**config.mk**
```make
export PLATFORM = sky130hd
export DESIGN_NAME = mig_topk_merger_flat
export DESIGN_NICKNAME = d
export VERILOG_FILES = /design/src/rtl/mig_topk_merger_if.sv /design/src/rtl/mig_topk_merger.sv /design/src/flat_wrapper.sv
export SDC_FILE = /design/constraint.sdc
export NUM_CORES = 1
export LEC_CHECK = 0
export CAP_MARGIN = 5
export CELL_PAD_IN_SITES_DETAIL_PLACEMENT = 1
export CELL_PAD_IN_SITES_GLOBAL_PLACEMENT = 1
export CORE_ASPECT_RATIO = 1.2
export CORE_MARGIN = 8
export CORE_UTILIZATION = 36
export DETAILED_ROUTE_END_ITERATION = 8
export PLACE_DENSITY_LB_ADDON = 0.1
export SYNTH_ARGS = -nofsm -noshare
export SYNTH_HDL_FRONTEND = slang
export SYNTH_SLANG_ARGS = --single-unit
export TNS_END_PERCENT = 5
```
**constraint.sdc**
```tcl
create_clock -name clk -period 6.6 [get_ports clk]
set_input_delay 0.99 -clock clk [delete_from_list [all_inputs] [get_ports clk]]
set_output_delay 0.99 -clock clk [all_outputs]
set_load 0.02 [all_outputs]
```
**src/rtl/mig_topk_merger_if.sv**
```systemverilog
// Migration address stream toward the CDC FIFO.
// master drives valid/data, slave answers with ready.
interface mig_topk_merger_if #(
  parameter int ADDR_SIZE = 28
);
  logic                 valid;
  logic [ADDR_SIZE-1:0] data;
  logic                 ready;

  modport master (
    output valid,
    output data,
    input  ready
  );

  modport slave (
    input  valid,
    input  data,
    output ready
  );
endinterface

```
**src/rtl/mig_topk_merger.sv**
```systemverilog
// Merges NUM_CH sorted per-channel hot-page lists into a global top-K
// stream. Ports: clk/rst, ch_* lists in, mig stream out, round status out.
module mig_topk_merger #(
  parameter int ADDR_SIZE = 28,
  parameter int CNT_SIZE  = 13,
  parameter int NUM_CH    = 2,
  parameter int DEPTH     = 5,
  parameter int TOP_K     = 5,
  localparam int NW = $clog2(DEPTH + 1)
) (
  input  logic                                clk,
  input  logic                                rst,
  input  logic [NUM_CH-1:0]                   ch_mig_en_i,
  input  logic [NUM_CH*DEPTH*ADDR_SIZE-1:0]   ch_addr_i,
  input  logic [NUM_CH*DEPTH*CNT_SIZE-1:0]    ch_cnt_i,
  input  logic [CNT_SIZE-1:0]                 min_cnt_i,
  mig_topk_merger_if.master                   mig,
  output logic [NUM_CH*NW-1:0]                ch_num_mig_o,
  output logic                                done_o,
  output logic                                busy_o,
  output logic [7:0]                          drop_cnt_o
);
  localparam int EW = $clog2(TOP_K + 1);

  typedef enum logic [1:0] {
    COLLECT,
    MERGE,
    FLUSH
  } state_e;

  state_e state_q, state_d;

  logic [ADDR_SIZE-1:0] addr_q [NUM_CH][DEPTH];
  logic [ADDR_SIZE-1:0] addr_d [NUM_CH][DEPTH];
  logic [CNT_SIZE-1:0]  cnt_q  [NUM_CH][DEPTH];
  logic [CNT_SIZE-1:0]  cnt_d  [NUM_CH][DEPTH];

  logic [NUM_CH-1:0]    arrived_q, arrived_d;
  // head also serves as the per-channel taken count
  logic [NW-1:0]        head_q [NUM_CH];
  logic [NW-1:0]        head_d [NUM_CH];
  logic [NW-1:0]        num_q  [NUM_CH];
  logic [NW-1:0]        num_d  [NUM_CH];
  logic [EW-1:0]        emit_q, emit_d;
  logic [CNT_SIZE-1:0]  min_q, min_d;
  logic                 valid_q, valid_d;
  logic [ADDR_SIZE-1:0] data_q, data_d;
  logic                 done_q, done_d;
  logic [7:0]           drop_q, drop_d;

  logic                 hd_ok   [NUM_CH];
  logic [CNT_SIZE-1:0]  hd_cnt  [NUM_CH];
  logic [ADDR_SIZE-1:0] hd_addr [NUM_CH];

  logic                 win_ok;
  logic [NUM_CH-1:0]    win_oh;
  logic [CNT_SIZE-1:0]  win_cnt;
  logic [ADDR_SIZE-1:0] win_addr;
  logic                 slot;

  assign slot = !valid_q || mig.ready;

  always_comb begin
    for (int c = 0; c < NUM_CH; c++) begin
      hd_ok[c]   = head_q[c] < NW'(DEPTH);
      hd_cnt[c]  = '0;
      hd_addr[c] = '0;
      for (int j = 0; j < DEPTH; j++) begin
        if (head_q[c] == NW'(j)) begin
          hd_cnt[c]  = cnt_q[c][j];
          hd_addr[c] = addr_q[c][j];
        end
      end
    end
  end

  // strict > keeps the lowest channel on equal counts
  always_comb begin
    win_ok   = 1'b0;
    win_oh   = '0;
    win_cnt  = '0;
    win_addr = '0;
    for (int c = 0; c < NUM_CH; c++) begin
      if (hd_ok[c] && (!win_ok || hd_cnt[c] > win_cnt)) begin
        win_ok    = 1'b1;
        win_oh    = '0;
        win_oh[c] = 1'b1;
        win_cnt   = hd_cnt[c];
        win_addr  = hd_addr[c];
      end
    end
  end

  always_comb begin
    state_d   = state_q;
    addr_d    = addr_q;
    cnt_d     = cnt_q;
    arrived_d = arrived_q;
    head_d    = head_q;
    num_d     = num_q;
    emit_d    = emit_q;
    min_d     = min_q;
    valid_d   = valid_q;
    data_d    = data_q;
    done_d    = 1'b0;
    drop_d    = drop_q;
    unique case (state_q)
      COLLECT: begin
        for (int c = 0; c < NUM_CH; c++) begin
          if (ch_mig_en_i[c]) begin
            arrived_d[c] = 1'b1;
            for (int j = 0; j < DEPTH; j++) begin
              addr_d[c][j] =
                ch_addr_i[(c*DEPTH+j)*ADDR_SIZE +: ADDR_SIZE];
              cnt_d[c][j] =
                ch_cnt_i[(c*DEPTH+j)*CNT_SIZE +: CNT_SIZE];
            end
          end
        end
        if (&(arrived_q | ch_mig_en_i)) begin
          state_d = MERGE;
          min_d   = min_cnt_i;
        end
      end
      MERGE: begin
        if (slot) begin
          if (emit_q < EW'(TOP_K) && win_ok &&
              win_cnt >= min_q) begin
            valid_d = 1'b1;
            data_d  = win_addr;
            emit_d  = emit_q + 1'b1;
            for (int c = 0; c < NUM_CH; c++) begin
              if (win_oh[c]) head_d[c] = head_q[c] + 1'b1;
            end
          end else begin
            state_d = FLUSH;
            valid_d = 1'b0;
          end
        end
      end
      FLUSH: begin
        if (slot) begin
          valid_d   = 1'b0;
          num_d     = head_q;
          done_d    = 1'b1;
          arrived_d = '0;
          head_d    = '{default: '0};
          emit_d    = '0;
          state_d   = COLLECT;
        end
      end
      default: state_d = COLLECT;
    endcase
    if (state_q != COLLECT && |ch_mig_en_i && drop_q != 8'hFF) begin
      drop_d = drop_q + 1'b1;
    end
  end

  always_ff @(posedge clk) begin
    if (rst) begin
      state_q   <= COLLECT;
      arrived_q <= '0;
      head_q    <= '{default: '0};
      num_q     <= '{default: '0};
      emit_q    <= '0;
      min_q     <= '0;
      valid_q   <= 1'b0;
      data_q    <= '1;
      done_q    <= 1'b0;
      drop_q    <= '0;
    end else begin
      state_q   <= state_d;
      arrived_q <= arrived_d;
      head_q    <= head_d;
      num_q     <= num_d;
      emit_q    <= emit_d;
      min_q     <= min_d;
      valid_q   <= valid_d;
      data_q    <= data_d;
      done_q    <= done_d;
      drop_q    <= drop_d;
    end
  end

  // list storage needs no reset: only read after a fresh latch
  always_ff @(posedge clk) begin
    addr_q <= addr_d;
    cnt_q  <= cnt_d;
  end

  always_comb begin
    ch_num_mig_o = '0;
    for (int c = 0; c < NUM_CH; c++) begin
      ch_num_mig_o[c*NW +: NW] = num_q[c];
    end
  end

  assign mig.valid  = valid_q;
  assign mig.data   = data_q;
  assign done_o     = done_q;
  assign busy_o     = state_q != COLLECT;
  assign drop_cnt_o = drop_q;
endmodule

```
**src/flat_wrapper.sv**
```systemverilog
// flat-port wrapper written by rule: the top's interface ports become plain ports
module mig_topk_merger_flat 
#(
  parameter int ADDR_SIZE = 28,
  parameter int CNT_SIZE  = 13,
  parameter int NUM_CH    = 2,
  parameter int DEPTH     = 5,
  parameter int TOP_K     = 5,
  localparam int NW = $clog2(DEPTH + 1)
)
  (clk, rst, ch_mig_en_i, ch_addr_i, ch_cnt_i, min_cnt_i, ch_num_mig_o, done_o, busy_o, drop_cnt_o, mig_valid, mig_data, mig_ready);
  mig_topk_merger_if #(.ADDR_SIZE(ADDR_SIZE)) mig_i ();
  input  logic clk;
  input  logic rst;
  input  logic [NUM_CH-1:0] ch_mig_en_i;
  input  logic [NUM_CH*DEPTH*ADDR_SIZE-1:0] ch_addr_i;
  input  logic [NUM_CH*DEPTH*CNT_SIZE-1:0] ch_cnt_i;
  input  logic [CNT_SIZE-1:0] min_cnt_i;
  output logic [NUM_CH*NW-1:0] ch_num_mig_o;
  output logic done_o;
  output logic busy_o;
  output logic [7:0] drop_cnt_o;
  output wire logic [$bits(mig_i.valid)-1:0] mig_valid;
  output wire logic [$bits(mig_i.data)-1:0] mig_data;
  input wire logic [$bits(mig_i.ready)-1:0] mig_ready;
  assign mig_valid = mig_i.valid;
  assign mig_data = mig_i.data;
  assign mig_i.ready = mig_ready;
  mig_topk_merger #(.ADDR_SIZE(ADDR_SIZE), .CNT_SIZE(CNT_SIZE), .NUM_CH(NUM_CH), .DEPTH(DEPTH), .TOP_K(TOP_K)) u_core (.clk(clk), .rst(rst), .ch_mig_en_i(ch_mig_en_i), .ch_addr_i(ch_addr_i), .ch_cnt_i(ch_cnt_i), .min_cnt_i(min_cnt_i), .mig(mig_i), .ch_num_mig_o(ch_num_mig_o), .done_o(done_o), .busy_o(busy_o), .drop_cnt_o(drop_cnt_o));
endmodule
```
==> out/results.env <==
DRT-INITIAL-DRC-COUNT=1028
MET2_USAGE_PCT=39.6
P_COMB_SHARE_PCT=35.7
VIAS_PER_CELL=5.24
POWER_DENSITY_nW_PER_UM2=406
POST_SYNTH_MUX_AREA_SHARE_PCT=0.361
FINAL.SETUP.TNS_NS=0
AREA_USED_BY_MULTI_INPUT_COMBINATIONAL_LOGIC_UM2=5590
GRT_START_MAX_NET_PINS=151
YS_ASYNC_SR_FRACTION_PCT=0
GR-USAGE-ALL-LAYERS_PCT=21.5
LAYOUT-AREA-OVERHEAD-VS-SYNTH_PCT=35.6
REPORT.FINAL.HOLD_VIOL_COUNT=0
MAXCLOCKFREQUENCY_MHz=163
CRITPATHCAPTURETYPE='flip-flop'
STARTPOINT_TYPE='flip-flop'
FLOP_AND_LATCH_COUNT_OUT_OF_SYNTHESIS=480
CLOCK_LATENCY_NS=0.60
RUN_STATUS='finished, final reports clean'
CORE-AREA_UM2=54600
SWITCHING_POWER_W=0.00397
LAYOUT_COMMON_CELLS='sky130_fd_sc_hd__clkdlybuf4s50_1 (471), sky130_fd_sc_hd__edfxtp_1 (410), sky130_fd_sc_hd__o21ai_0 (136), sky130_fd_sc_hd__nor2_1 (133), sky130_fd_sc_hd__nand2_1 (119)'
GRT.OVERFLOW.TOTAL=0
PORTBUFFERS=472
GLOBAL_ROUTE.PEAK_USAGE_LAYER='met2'
DIE_AREA_UM2=62700
IR_DROP_mV=0.335
SYNTH-EDFF-COUNT=410
POWER_FRAC_SEQ_PCT=39.5
SYNTH-SIMPLE-AREA-SHARE_PCT=10.4
CLK_PIN_SLEW_NS=0.06
CELL_TYPE_WITH_THE_LARGEST_TOTAL_AREA_AFTER_SYNTHESIS='sky130_fd_sc_hd__edfxtp_1'
CTS-ROOT-BUF='sky130_fd_sc_hd__clkbuf_16'
CELL_INTERNAL_PWR_W=0.00691
DIE_Y_UM=273
COMBINATIONAL_FAMILY_WITH_THE_MOST_AREA_AFTER_SYNTHESIS='compound AO/OA/AOI/OAI gates'
SYNTH-WARNING-COUNT=0
SLEW_VIOL_FINAL=0
CRITPATHARRIVALTIME_NS=6.58
CLOCK_SINK_COUNT=480
PLACE_HPWL_UM=51900
FINAL.SETUP_SKEW_NS=0.0203
CTS_HOLD_BUFFERS=0
FINAL.FILL_COUNT=5627
POST_DRT_WL_PER_CELL_UM=25.6
SYNTHADDERAREAFRAC_PCT=2.60
FIN_CRIT_SH_PCT=92.9
GRTUSAGEMET1_PCT=23.5
WORSTMARGINPINSLEW_NS=1.17
SYNTHXORXNORAREAFRAC_PCT=0.222
TRITONCTS='yes'
WORST-ENDPOINT-REQUIRED_NS=7.05
FINAL_SETUP_VIOLATION_COUNT=0
ANTENNA_VIOLATIONS_BEFORE_REPAIR=14
SYN_AVG_CELL_AREA_UM2=12.8
GRT_UTIL_MET3_PCT=5.00
SYNTHESIS.AREA_UM2=19800
GP_ROUTABILITY_CONGESTION=0.844
SYN_NETS=2007
TOTALWIRELENGTH_UM=70400
FINAL_NETS=2454
FIRST_GLOBAL_VIAS=15900
SYNTH-COMPOUND-AREA-SHARE_PCT=14.4
DRC_ERRORS=0
FINAL-SEQ-AREA_UM2=13700
POSTLAYOUTSETUPSLACKWORST_NS=0.470
NUMCTSBUFFERS=51
PRE_REPAIR_DR_ITERATION_COUNT=5
POSTSYNTH.TOPFLOPCELL='sky130_fd_sc_hd__edfxtp_1'
SYNTH-SEQ-AREA-SHARE_PCT=69.4
P_CLK_SHARE_PCT=24.8
LEAKAGE_nW=8.94
POST-ROUTE-MIN-PERIOD_NS=6.13
POST-PLACE-WS_NS=0.0504
MOST_COMMON_CELL_AFTER_LAYOUT_FILL_AND_TAPS_ASIDE='sky130_fd_sc_hd__clkdlybuf4s50_1'
POST_ROUTE_CELL_AREA_UM2=26800
FINAL_ANTENNA_NET_COUNT=0
IO-PIN-COUNT=473
CTS-ROOT-TO-SINK-BUFFERS=3
POST_ROUTE_CELLS_DRIVE_ABOVE_1_SHARE_PCT=6.23
CRITICAL_SETUP_PATH_KIND='reg2reg'
YOSYS.AREA.TOP_TYPE_SHARE_PCT=62.3
POSTSYNTHCELLCOUNT=1538
WORST_HOLD_PATH_TYPE='reg2reg'
EFFECTIVE_UTILIZATION_AT_FLOORPLAN_PCT=36.2
RELSLEWSLACK_PCT=21.7
TOTAL_NUMBER_OF_VIAS=14400
YOSYS-TOP-CELLS-AREA='sky130_fd_sc_hd__edfxtp_1 (62%), sky130_fd_sc_hd__dfxtp_1 (7.1%), sky130_fd_sc_hd__o21ai_0 (3.4%)'
ROWS=94
PLACED_AREA_UM2=25200
GRT_SETUP_UNREPAIRED='false'
DRV_CAP=0
HTREEDEPTH=2
P_SW_SHARE_PCT=36.5
WORSTPATHMAXFANOUT=28
GRT_PASS1_WL_UM=101000
SYNTH_CELL_TYPES=56
DIE_WIDTH_UM=230
[cell usage after synthesis (4+ instances only)]
master,instances
sky130_fd_sc_hd__nand2_1,119
sky130_fd_sc_hd__nor2_1,133
sky130_fd_sc_hd__o211ai_1,15
sky130_fd_sc_hd__nand2b_1,4
sky130_fd_sc_hd__o21ai_1,29
sky130_fd_sc_hd__nor2b_1,75
sky130_fd_sc_hd__a32oi_1,28
sky130_fd_sc_hd__inv_1,26
sky130_fd_sc_hd__a221o_1,13
sky130_fd_sc_hd__a221oi_1,69
sky130_fd_sc_hd__dfxtp_1,70
sky130_fd_sc_hd__ha_1,41
sky130_fd_sc_hd__nand3b_1,14
sky130_fd_sc_hd__buf_1,6
sky130_fd_sc_hd__clkbuf_1,85
sky130_fd_sc_hd__nor3_1,61
sky130_fd_sc_hd__a21oi_1,104
sky130_fd_sc_hd__o311ai_0,8
sky130_fd_sc_hd__o311ai_1,5
sky130_fd_sc_hd__xor2_1,4
sky130_fd_sc_hd__buf_2,11
sky130_fd_sc_hd__and2_1,5
sky130_fd_sc_hd__o21ai_0,136
sky130_fd_sc_hd__nand3_1,10
sky130_fd_sc_hd__edfxtp_1,410
sky130_fd_sc_hd__nand4_1,8
[logic make-up after synthesis]
kind of cell    Yosys count
mux                       6
fa+ha+maj                41
flops                   480
simple gates            440
xor+xnor                  5
compound gates          437
buf+inv                 129
[metal layers]
metal  wire length (um)  part of all wire, %  up-vias
met5                 13                0.018        -
met1              26500                   38     7152
met3               3660                  5.2      105
met2              37900                   54      416
li1                   -                    -     6757
met4               2300                  3.3        2
[worst max-delay path, stage by stage, from the launching register on]
cell and delay [ns]:
sky130_fd_sc_hd__dfxtp_1 0.37, sky130_fd_sc_hd__inv_1 0.13, sky130_fd_sc_hd__ha_1 0.18, sky130_fd_sc_hd__buf_4 0.27, sky130_fd_sc_hd__nor2b_2 0.21, sky130_fd_sc_hd__and2_1 0.45, sky130_fd_sc_hd__a221oi_1 0.17, sky130_fd_sc_hd__o311ai_1 0.49
sky130_fd_sc_hd__nor2b_1 0.20, sky130_fd_sc_hd__ha_1 0.27, sky130_fd_sc_hd__and3_1 0.18, sky130_fd_sc_hd__o21ai_1 0.14, sky130_fd_sc_hd__o2111ai_1 0.24, sky130_fd_sc_hd__o211a_4 0.43, sky130_fd_sc_hd__nand3b_1 0.12, sky130_fd_sc_hd__o21ai_1 0.08
sky130_fd_sc_hd__ha_1 0.34, sky130_fd_sc_hd__a21oi_1 0.19, sky130_fd_sc_hd__o21ai_1 0.12, sky130_fd_sc_hd__a211oi_2 0.47, sky130_fd_sc_hd__a2111o_1 0.41, sky130_fd_sc_hd__buf_4 0.36, sky130_fd_sc_hd__a32oi_1 0.11
[registers in the layout, indices dropped and copies added, names as in the netlist]
name and flops:
u_core.mig.data 28, u_core.done_o 1, u_core.arrived_q 2, u_core.cnt_q 130
u_core.state_q 2, u_core.addr_q 280, u_core.mig.valid 1, u_core.drop_cnt_o 8
u_core.head_q 6, u_core.min_q 13, u_core.ch_num_mig_o 6, u_core.emit_q 3
[final timing paths]
kind / slack (ns) / to / cells after the start / startpoint
hold reg to reg: 0.46 / u_core.ch_num_mig_o[0] / 2 / u_core.ch_num_mig_o[0]
hold / removal: 0.46 / u_core.ch_num_mig_o[0] / 2 / u_core.ch_num_mig_o[0]
setup / recovery: 0.47 / u_core.mig.data[9] / 22 / u_core.head_q[0]
setup reg to reg: 0.47 / u_core.mig.data[9] / 22 / u_core.head_q[0]
[power groups by stage]
stage / Clock, W / Sequential, W / Combinational, W
2_1_floorplan: 0 / 0.00446 / 0.00234
3_3_place_gp: 0 / 0.00433 / 0.00388
3_5_place_dp: 0 / 0.00435 / 0.00395
4_1_cts: 0.00278 / 0.00429 / 0.00397
5_1_grt: 0.00288 / 0.00434 / 0.00429
6_report: 0.00270 / 0.00429 / 0.00389
[metrics by stage]
| stage | hold WS [ns] | util (%) | cells | power (W) |
|---|---|---|---|---|
| after detailed placement | 0.454 | 46.2 | 2651 | 0.00830 |
| after global routing | 0.479 | 49.1 | 2753 | 0.0115 |
| final | 0.464 | 49.1 | 2756 | 0.0109 |
| after global placement | 0.446 | 46.2 | 2651 | 0.00821 |
| after floorplan | 0.436 | - | 1538 | 0.00680 |
| after CTS | 0.466 | 49.0 | 2742 | 0.0110 |
[area by class of cell]
type	count	area share, %
Timing Repair Buffer	496	18.4
Multi-Input combinational cell	930	20.9
Tap cell	720	3.36
Clock buffer	70	5.19
Inverter	26	0.364
Antenna cell	13	0.121
Sequential cell	480	51.2
Clock inverter	21	0.537
[repair_timing]
item                                    in CTS  in global routing
pin swaps                                    0                  1
buffers inserted                             0                  0
gates cloned                                 0                  1
gates resized for setup                      1                  6
endpoints found under the setup margin       1                 35
Power figures use the tool's default switching activity.
